File: config.mk
export PLATFORM = sky130hd
export DESIGN_NAME = uart_tx_arbiter
export DESIGN_NICKNAME = d
export VERILOG_FILES = /design/src/rtl/uart_tx_arbiter.sv
export SDC_FILE = /design/constraint.sdc
export NUM_CORES = 1
export LEC_CHECK = 0
export ABC_AREA = 1
export BUFFER_PORTS_ARGS = -buffer_cell sky130_fd_sc_hd__buf_2
export CAP_MARGIN = 15
export CELL_PAD_IN_SITES_DETAIL_PLACEMENT = 0
export CELL_PAD_IN_SITES_GLOBAL_PLACEMENT = 1
export CORE_AREA = 2 2 83 85
export CTS_CLUSTER_DIAMETER = 40
export CTS_CLUSTER_SIZE = 10
export DETAILED_ROUTE_END_ITERATION = 16
export DIE_AREA = 0 0 85 87
export MAX_ROUTING_LAYER = met4
export PLACE_DENSITY_LB_ADDON = 0.1
export SKIP_CTS_REPAIR_TIMING = 1
export SLEW_MARGIN = 0
export SYNTH_ARGS = -nofsm -noshare
export SYNTH_HDL_FRONTEND = slang
export SYNTH_SLANG_ARGS = --single-unit
File: constraint.sdc
create_clock -name sys_clk -period 2.1 [get_ports sys_clk]
set_input_delay 0.105 -clock sys_clk [delete_from_list [all_inputs] [get_ports sys_clk]]
set_output_delay 0.105 -clock sys_clk [all_outputs]
set_load 0.05 [all_outputs]
File: src/rtl/uart_tx_arbiter.sv
// ----------------------------------------------------------------------------
// uart_tx_arbiter
//
// Purpose
//   Shares one uart_tx byte transmitter between N_REQ byte producers using
//   round-robin arbitration. The downstream uart_tx has no busy indication,
//   so this block times every frame itself. It waits FRAME_BITS bit periods
//   plus an optional idle gap before it issues the next byte.
//   po_data/po_flag connect directly to uart_tx pi_data/pi_flag.
//
// Parameters
//   N_REQ       number of requesters (2..8)
//   UART_BPS    baud rate, must match the attached uart_tx
//   CLK_FREQ    sys_clk frequency in Hz
//   FRAME_BITS  bits per frame (start + data + stop)
//   GAP_CYCLES  extra idle sys_clk cycles after each frame (0 = no gap)
//
// Ports
//   sys_clk    in   1        clock, rising edge
//   sys_rst    in   1        synchronous active-high reset
//   req_valid  in   N_REQ    requester i has a byte pending
//   req_data   in   8*N_REQ  byte of requester i on [8*i+7:8*i]
//   req_ready  out  N_REQ    one-cycle pulse: byte of requester i accepted
//   po_data    out  8        byte to uart_tx
//   po_flag    out  1        one-cycle start pulse to uart_tx
//   busy       out  1        high whenever the FSM is not idle
//   grant_id   out  3        index of the last granted requester
// ----------------------------------------------------------------------------
module uart_tx_arbiter #(
    parameter int unsigned N_REQ      = 4,
    parameter int unsigned UART_BPS   = 9600,
    parameter int unsigned CLK_FREQ   = 50_000_000,
    parameter int unsigned FRAME_BITS = 10,
    parameter int unsigned GAP_CYCLES = 0
) (
    input  logic               sys_clk,
    input  logic               sys_rst,
    input  logic [N_REQ-1:0]   req_valid,
    input  logic [8*N_REQ-1:0] req_data,
    output logic [N_REQ-1:0]   req_ready,
    output logic [7:0]         po_data,
    output logic               po_flag,
    output logic               busy,
    output logic [2:0]         grant_id
);

    // ------------------------------------------------------------------------
    // Derived timing constants
    // ------------------------------------------------------------------------
    localparam int unsigned BAUD_CNT     = CLK_FREQ / UART_BPS;
    localparam int unsigned FRAME_CYCLES = BAUD_CNT * FRAME_BITS;
    localparam int unsigned FRAME_W      = (FRAME_CYCLES > 1) ? $clog2(FRAME_CYCLES) : 1;
    localparam int unsigned GAP_W        = (GAP_CYCLES > 1) ? $clog2(GAP_CYCLES) : 1;

    localparam logic [FRAME_W-1:0] FRAME_LAST = FRAME_W'(FRAME_CYCLES - 1);
    localparam logic [GAP_W-1:0]   GAP_LAST   = GAP_W'((GAP_CYCLES > 0) ? GAP_CYCLES - 1 : 0);
    localparam logic [2:0]         LAST_REQ   = 3'(N_REQ - 1);

    // ------------------------------------------------------------------------
    // State and registers
    // ------------------------------------------------------------------------
    typedef enum logic [1:0] {
        StIdle,
        StSend,
        StWait,
        StGap
    } state_t;

    state_t             r_state;
    state_t             w_state_nxt;
    logic [FRAME_W-1:0] r_frame_cnt;
    logic [FRAME_W-1:0] w_frame_cnt_nxt;
    logic [GAP_W-1:0]   r_gap_cnt;
    logic [GAP_W-1:0]   w_gap_cnt_nxt;
    logic [2:0]         r_last_grant;
    logic [2:0]         w_last_grant_nxt;
    logic [7:0]         r_po_data;
    logic [7:0]         w_po_data_nxt;
    logic               r_po_flag;
    logic               w_po_flag_nxt;
    logic [N_REQ-1:0]   r_req_ready;
    logic [N_REQ-1:0]   w_req_ready_nxt;
    logic               r_busy;
    logic               w_busy_nxt;

    // ------------------------------------------------------------------------
    // Round-robin pick
    // Inputs are zero-padded to the full 8-requester width so that the 3-bit
    // index can address them without width-mismatched selects.
    // ------------------------------------------------------------------------
    logic [7:0]  w_valid_pad;
    logic [63:0] w_data_pad;
    logic [3:0]  w_idx;
    logic [2:0]  w_pick;
    logic        w_found;
    logic [7:0]  w_pick_onehot;
    logic [7:0]  w_pick_data;

    always_comb begin
        w_valid_pad = 8'(req_valid);
        w_data_pad  = 64'(req_data);
        w_idx       = '0;
        w_pick      = r_last_grant;
        w_found     = 1'b0;
        // Search last_grant+1, +2, ... wrapping at N_REQ; the previous
        // winner is checked last so it cannot starve the others.
        for (int unsigned k = 1; k <= N_REQ; k++) begin
            w_idx = {1'b0, r_last_grant} + 4'(k);
            if (w_idx >= 4'(N_REQ)) begin
                w_idx = w_idx - 4'(N_REQ);
            end
            if (!w_found && w_valid_pad[w_idx[2:0]]) begin
                w_found = 1'b1;
                w_pick  = w_idx[2:0];
            end
        end
        w_pick_onehot = 8'h01 << w_pick;
        w_pick_data   = w_data_pad[{w_pick, 3'b000} +: 8];
    end

    // ------------------------------------------------------------------------
    // Next-state and registered-output logic
    // Every output is a register, so its next value is decided here together
    // with the state transition that produces it.
    // ------------------------------------------------------------------------
    always_comb begin
        w_state_nxt      = r_state;
        w_frame_cnt_nxt  = r_frame_cnt;
        w_gap_cnt_nxt    = r_gap_cnt;
        w_last_grant_nxt = r_last_grant;
        w_po_data_nxt    = r_po_data;
        w_po_flag_nxt    = 1'b0;
        w_req_ready_nxt  = '0;
        w_busy_nxt       = 1'b1;

        unique case (r_state)
            StIdle: begin
                w_busy_nxt = 1'b0;
                if (w_found) begin
                    w_state_nxt      = StSend;
                    w_po_data_nxt    = w_pick_data;
                    w_last_grant_nxt = w_pick;
                    w_po_flag_nxt    = 1'b1;
                    w_req_ready_nxt  = w_pick_onehot[N_REQ-1:0];
                    w_busy_nxt       = 1'b1;
                end
            end

            StSend: begin
                w_state_nxt     = StWait;
                w_frame_cnt_nxt = '0;
            end

            StWait: begin
                if (r_frame_cnt == FRAME_LAST) begin
                    w_frame_cnt_nxt = '0;
                    if (GAP_CYCLES > 0) begin
                        w_state_nxt   = StGap;
                        w_gap_cnt_nxt = '0;
                    end else begin
                        w_state_nxt = StIdle;
                        w_busy_nxt  = 1'b0;
                    end
                end else begin
                    w_frame_cnt_nxt = r_frame_cnt + 1'b1;
                end
            end

            StGap: begin
                if (r_gap_cnt == GAP_LAST) begin
                    w_gap_cnt_nxt = '0;
                    w_state_nxt   = StIdle;
                    w_busy_nxt    = 1'b0;
                end else begin
                    w_gap_cnt_nxt = r_gap_cnt + 1'b1;
                end
            end

            default: begin
                w_state_nxt = StIdle;
                w_busy_nxt  = 1'b0;
            end
        endcase
    end

    // ------------------------------------------------------------------------
    // Registers
    // Reset aborts any frame in progress at once and leaves requester 0 with
    // top priority.
    // ------------------------------------------------------------------------
    always_ff @(posedge sys_clk) begin
        if (sys_rst) begin
            r_state      <= StIdle;
            r_frame_cnt  <= '0;
            r_gap_cnt    <= '0;
            r_last_grant <= LAST_REQ;
            r_po_data    <= '0;
            r_po_flag    <= 1'b0;
            r_req_ready  <= '0;
            r_busy       <= 1'b0;
        end else begin
            r_state      <= w_state_nxt;
            r_frame_cnt  <= w_frame_cnt_nxt;
            r_gap_cnt    <= w_gap_cnt_nxt;
            r_last_grant <= w_last_grant_nxt;
            r_po_data    <= w_po_data_nxt;
            r_po_flag    <= w_po_flag_nxt;
            r_req_ready  <= w_req_ready_nxt;
            r_busy       <= w_busy_nxt;
        end
    end

    // ------------------------------------------------------------------------
    // Outputs
    // ------------------------------------------------------------------------
    assign req_ready = r_req_ready;
    assign po_data   = r_po_data;
    assign po_flag   = r_po_flag;
    assign busy      = r_busy;
    assign grant_id  = r_last_grant;

endmodule

==> summary.md <==
| Metric | Value |
|---|---|
| Worst EP required | `2.28 ns` |
| Seq/Total Area, Yosys | `33.8%` |
| Syn_nets | `335` |
| Leakage power | `1.25 nW` |
| Via density | `4.58` |
| Worst IR Drop VDD | `0.584 mV` |
| Net Sw Frac | `50.9%` |
| Post-Syn Area | `0.00207 sq mm` |
| Kind of critical path | `reg2reg` |
| Met3 wire length | `298 microns` |
| Distinct cells, synth | `31` |
| Pin count of the biggest net entering global routing | `18` |
| Fin crit period | `1.90 ns` |
| Row cnt | `30` |
| Yosys Warn Count | `0` |
| Critical Path, Cell by Cell | `inv_1 > ha_4 > inv_2 > nand3_1 > nand2_2 > nor2_4 > nand2_4 > nand3_1 > inv_1 > nor2_4 > buf_4 > nand3_1 > nand3_1 > nand2_1` |
| Tightest Pin Transition | `0.326 ns` |
| Sink Count | `35` |
| Initial antenna violation count | `0` |
| Worst-Skew Late Latency | `0.28 ns` |
| P per Cell Area | `1480 mW/mm^2` |
| Placeable core area | `0.00657 sq mm` |
| Fmax | `526 MHz` |
| Crit end category | `flop` |
| Post-Route Setup TNS | `0 ns` |
| Vias in the first global route | `1,889` |
| Routed Wire Length | `5190 microns` |
| WP buf/inv | `4` |
| M1 WL | `2480 microns` |
| ANT nets after route | `0` |
| Final WS setup | `0.201 ns` |
| Num ports | `55` |
| Cell-internal power | `1.89 mW` |
| Vias | `1,991` |
| Period Utilization, post-route | `90.4%` |
| Crit path launch type | `flop` |
| Pre-antenna DRT Iters | `4` |
| WL per Instance | `11.9 microns` |
| Crit-path leading delay family | `simple AND/OR/NAND/NOR gates` |
| H-Tree Depth | `2` |
| Arr. time, crit path | `2.08 ns` |
| Clock power share | `12.9%` |
| Commonest non-fill, non-tap cell in the layout | `nand3_1` |
| Die width | `85 microns` |
| GRT Util Overall | `15.1%` |
| Clk slew on worst S/H paths | `0.07 ns` |
| 1st-iter DRT viols | `70` |
| Final setup fails | `0` |
| Synthesized area per cell | `7.15 sq um` |
| Final Hold Fails | `0` |
| Most used cell, CP | `nand3_1` |
| RSZ-0062 raised after global routing | `no` |
| Die H | `87 microns` |
| Placer Congestion | `0.742` |
| Most frequent cells in the layout | `nand3_1 (63), nand2_1 (62), buf_2 (54)` |
| Net Sw Power | `1.96 mW` |
| # diodes | `0` |
| Max-cap viol count | `0` |
| Routed length on met2 | `2380 microns` |
| Worst-path fanout max | `4` |
| Die area | `0.00740 sq mm` |
| Top layer in use | `met4` |
| HP Class | `in2reg` |
| Status | `finished clean` |
| Seq pwr share | `22.9%` |
| Maximum buffer depth of the clock tree | `2` |
| Logic pwr share | `64.2%` |
| Slew Limit Fails | `0` |
| Hpwl dp | `3930 microns` |
| Cells after synthesis | `290` |
| CP max stage cell | `dfxtp_2` |
| Total global routing overflow | `0` |
| #FFs+latches synth | `35` |
| Initial Util | `31.6%` |
| CTS Buf Count | `5` |
| Layout area overhead | `25.2%` |
| Layout net count | `400` |
| I/O Buffers | `54` |
| Clk_skew | `0.00541 ns` |
| CTS tree | `done` |
| Worst slew margin | `78.1%` |
| Clk root buf | `clkbuf_8` |
| Layout cells sized above 1 | `29.0%` |
| Pre-CTS setup slack | `0.103 ns` |
| First-pass GRT wire length | `8630 microns` |
| Worst path max stage delay | `0.33 ns` |
| Drt drc | `0` |
## synthesized netlist by cell type, drive strengths merged
master | number | area (sq um)
nand2 | 75 | 339
xor2 | 5 | 43.8
dfxtp | 35 | 701
ha | 7 | 87.6
a22oi | 1 | 12.5
inv | 28 | 113
a21oi | 8 | 40.0
and2 | 1 | 6.26
o21ai | 4 | 20.0
nor3 | 5 | 25.0
nand3b | 1 | 7.51
nor4 | 1 | 6.26
and3 | 1 | 6.26
nor3b | 1 | 7.51
nor2 | 32 | 140
nand3 | 68 | 380
nand4 | 5 | 31.3
buf | 7 | 66.3
or2 | 1 | 6.26
xnor2 | 4 | 35.0
## metal layers
metal | vias to the layer above | GRT usage (%)
met1 | 863 | 18.3
met2 | 46 | 24.6
met3 | 5 | 4.64
li1 | 1077 | -
met5 | - | -
met4 | 0 | 3.46
## final cells by class
cell class / instances / area, sq um
inverters: 28 / 113
well taps: 80 / 100
flip-flops and latches: 35 / 706
multi-input cells: 220 / 1220
clock inverters: 1 / 5.00
clock buffers: 6 / 82.6
repair buffers: 65 / 365
fillers: 718 / 3970
## logic make-up after synthesis
kind of cell	count (synthesis)	synth area share, %
and+or+nand+nor	191	46.1
buffers and inverters	35	8.62
DFF	35	33.8
AOI/OAI and AO/OA	13	3.50
xor gates and xnor gates	9	3.80
adders and majority gates	7	4.22
## power groups by stage
stage                     Clock [mW]  Sequential (mW)  Combinational, mW
after global placement             0            0.901               2.33
after CTS                      0.520            0.884               2.32
after global routing           0.547            0.896               2.76
final                          0.495            0.882               2.47
after floorplan                    0             1.27               1.48
after detailed placement           0            0.899               2.32
## per-stage QoR
stage / hold WS, ns / total power [mW] / std cells / utilization (%) / instance area [sq um]
5_1_grt: 0.0203 / 4.20 / 435 / 39.5 / 2600
2_1_floorplan: 0.174 / 2.74 / 290 / - / 2080
3_3_place_gp: 0.353 / 3.23 / 425 / 37.2 / 2440
6_report: 0.0305 / 3.85 / 435 / 39.5 / 2600
3_5_place_dp: 0.343 / 3.22 / 425 / 37.2 / 2440
4_1_cts: 0.0317 / 3.73 / 432 / 38.5 / 2530
## registers in the layout, summed over array words and instances (netlist names)
name	count
r_frame_cnt	16
po_data	8
req_ready	4
grant_id	3
r_state	2
busy	1
po_flag	1
## final timing paths
check                            from                      end  slack (ns)  depth (start not counted)
max          grant_id[1]$_SDFFE_PP1P_  po_data[1]$_SDFFE_PP0P_        0.20                         14
min                           sys_rst          busy$_SDFF_PP0_        0.03                          2
max reg2reg  grant_id[1]$_SDFFE_PP1P_  po_data[1]$_SDFFE_PP0P_        0.20                         14
min reg2reg   po_data[1]$_SDFFE_PP0P_  po_data[1]$_SDFFE_PP0P_        0.45                          2
No activity file was read; power rests on OpenSTA's default activity.
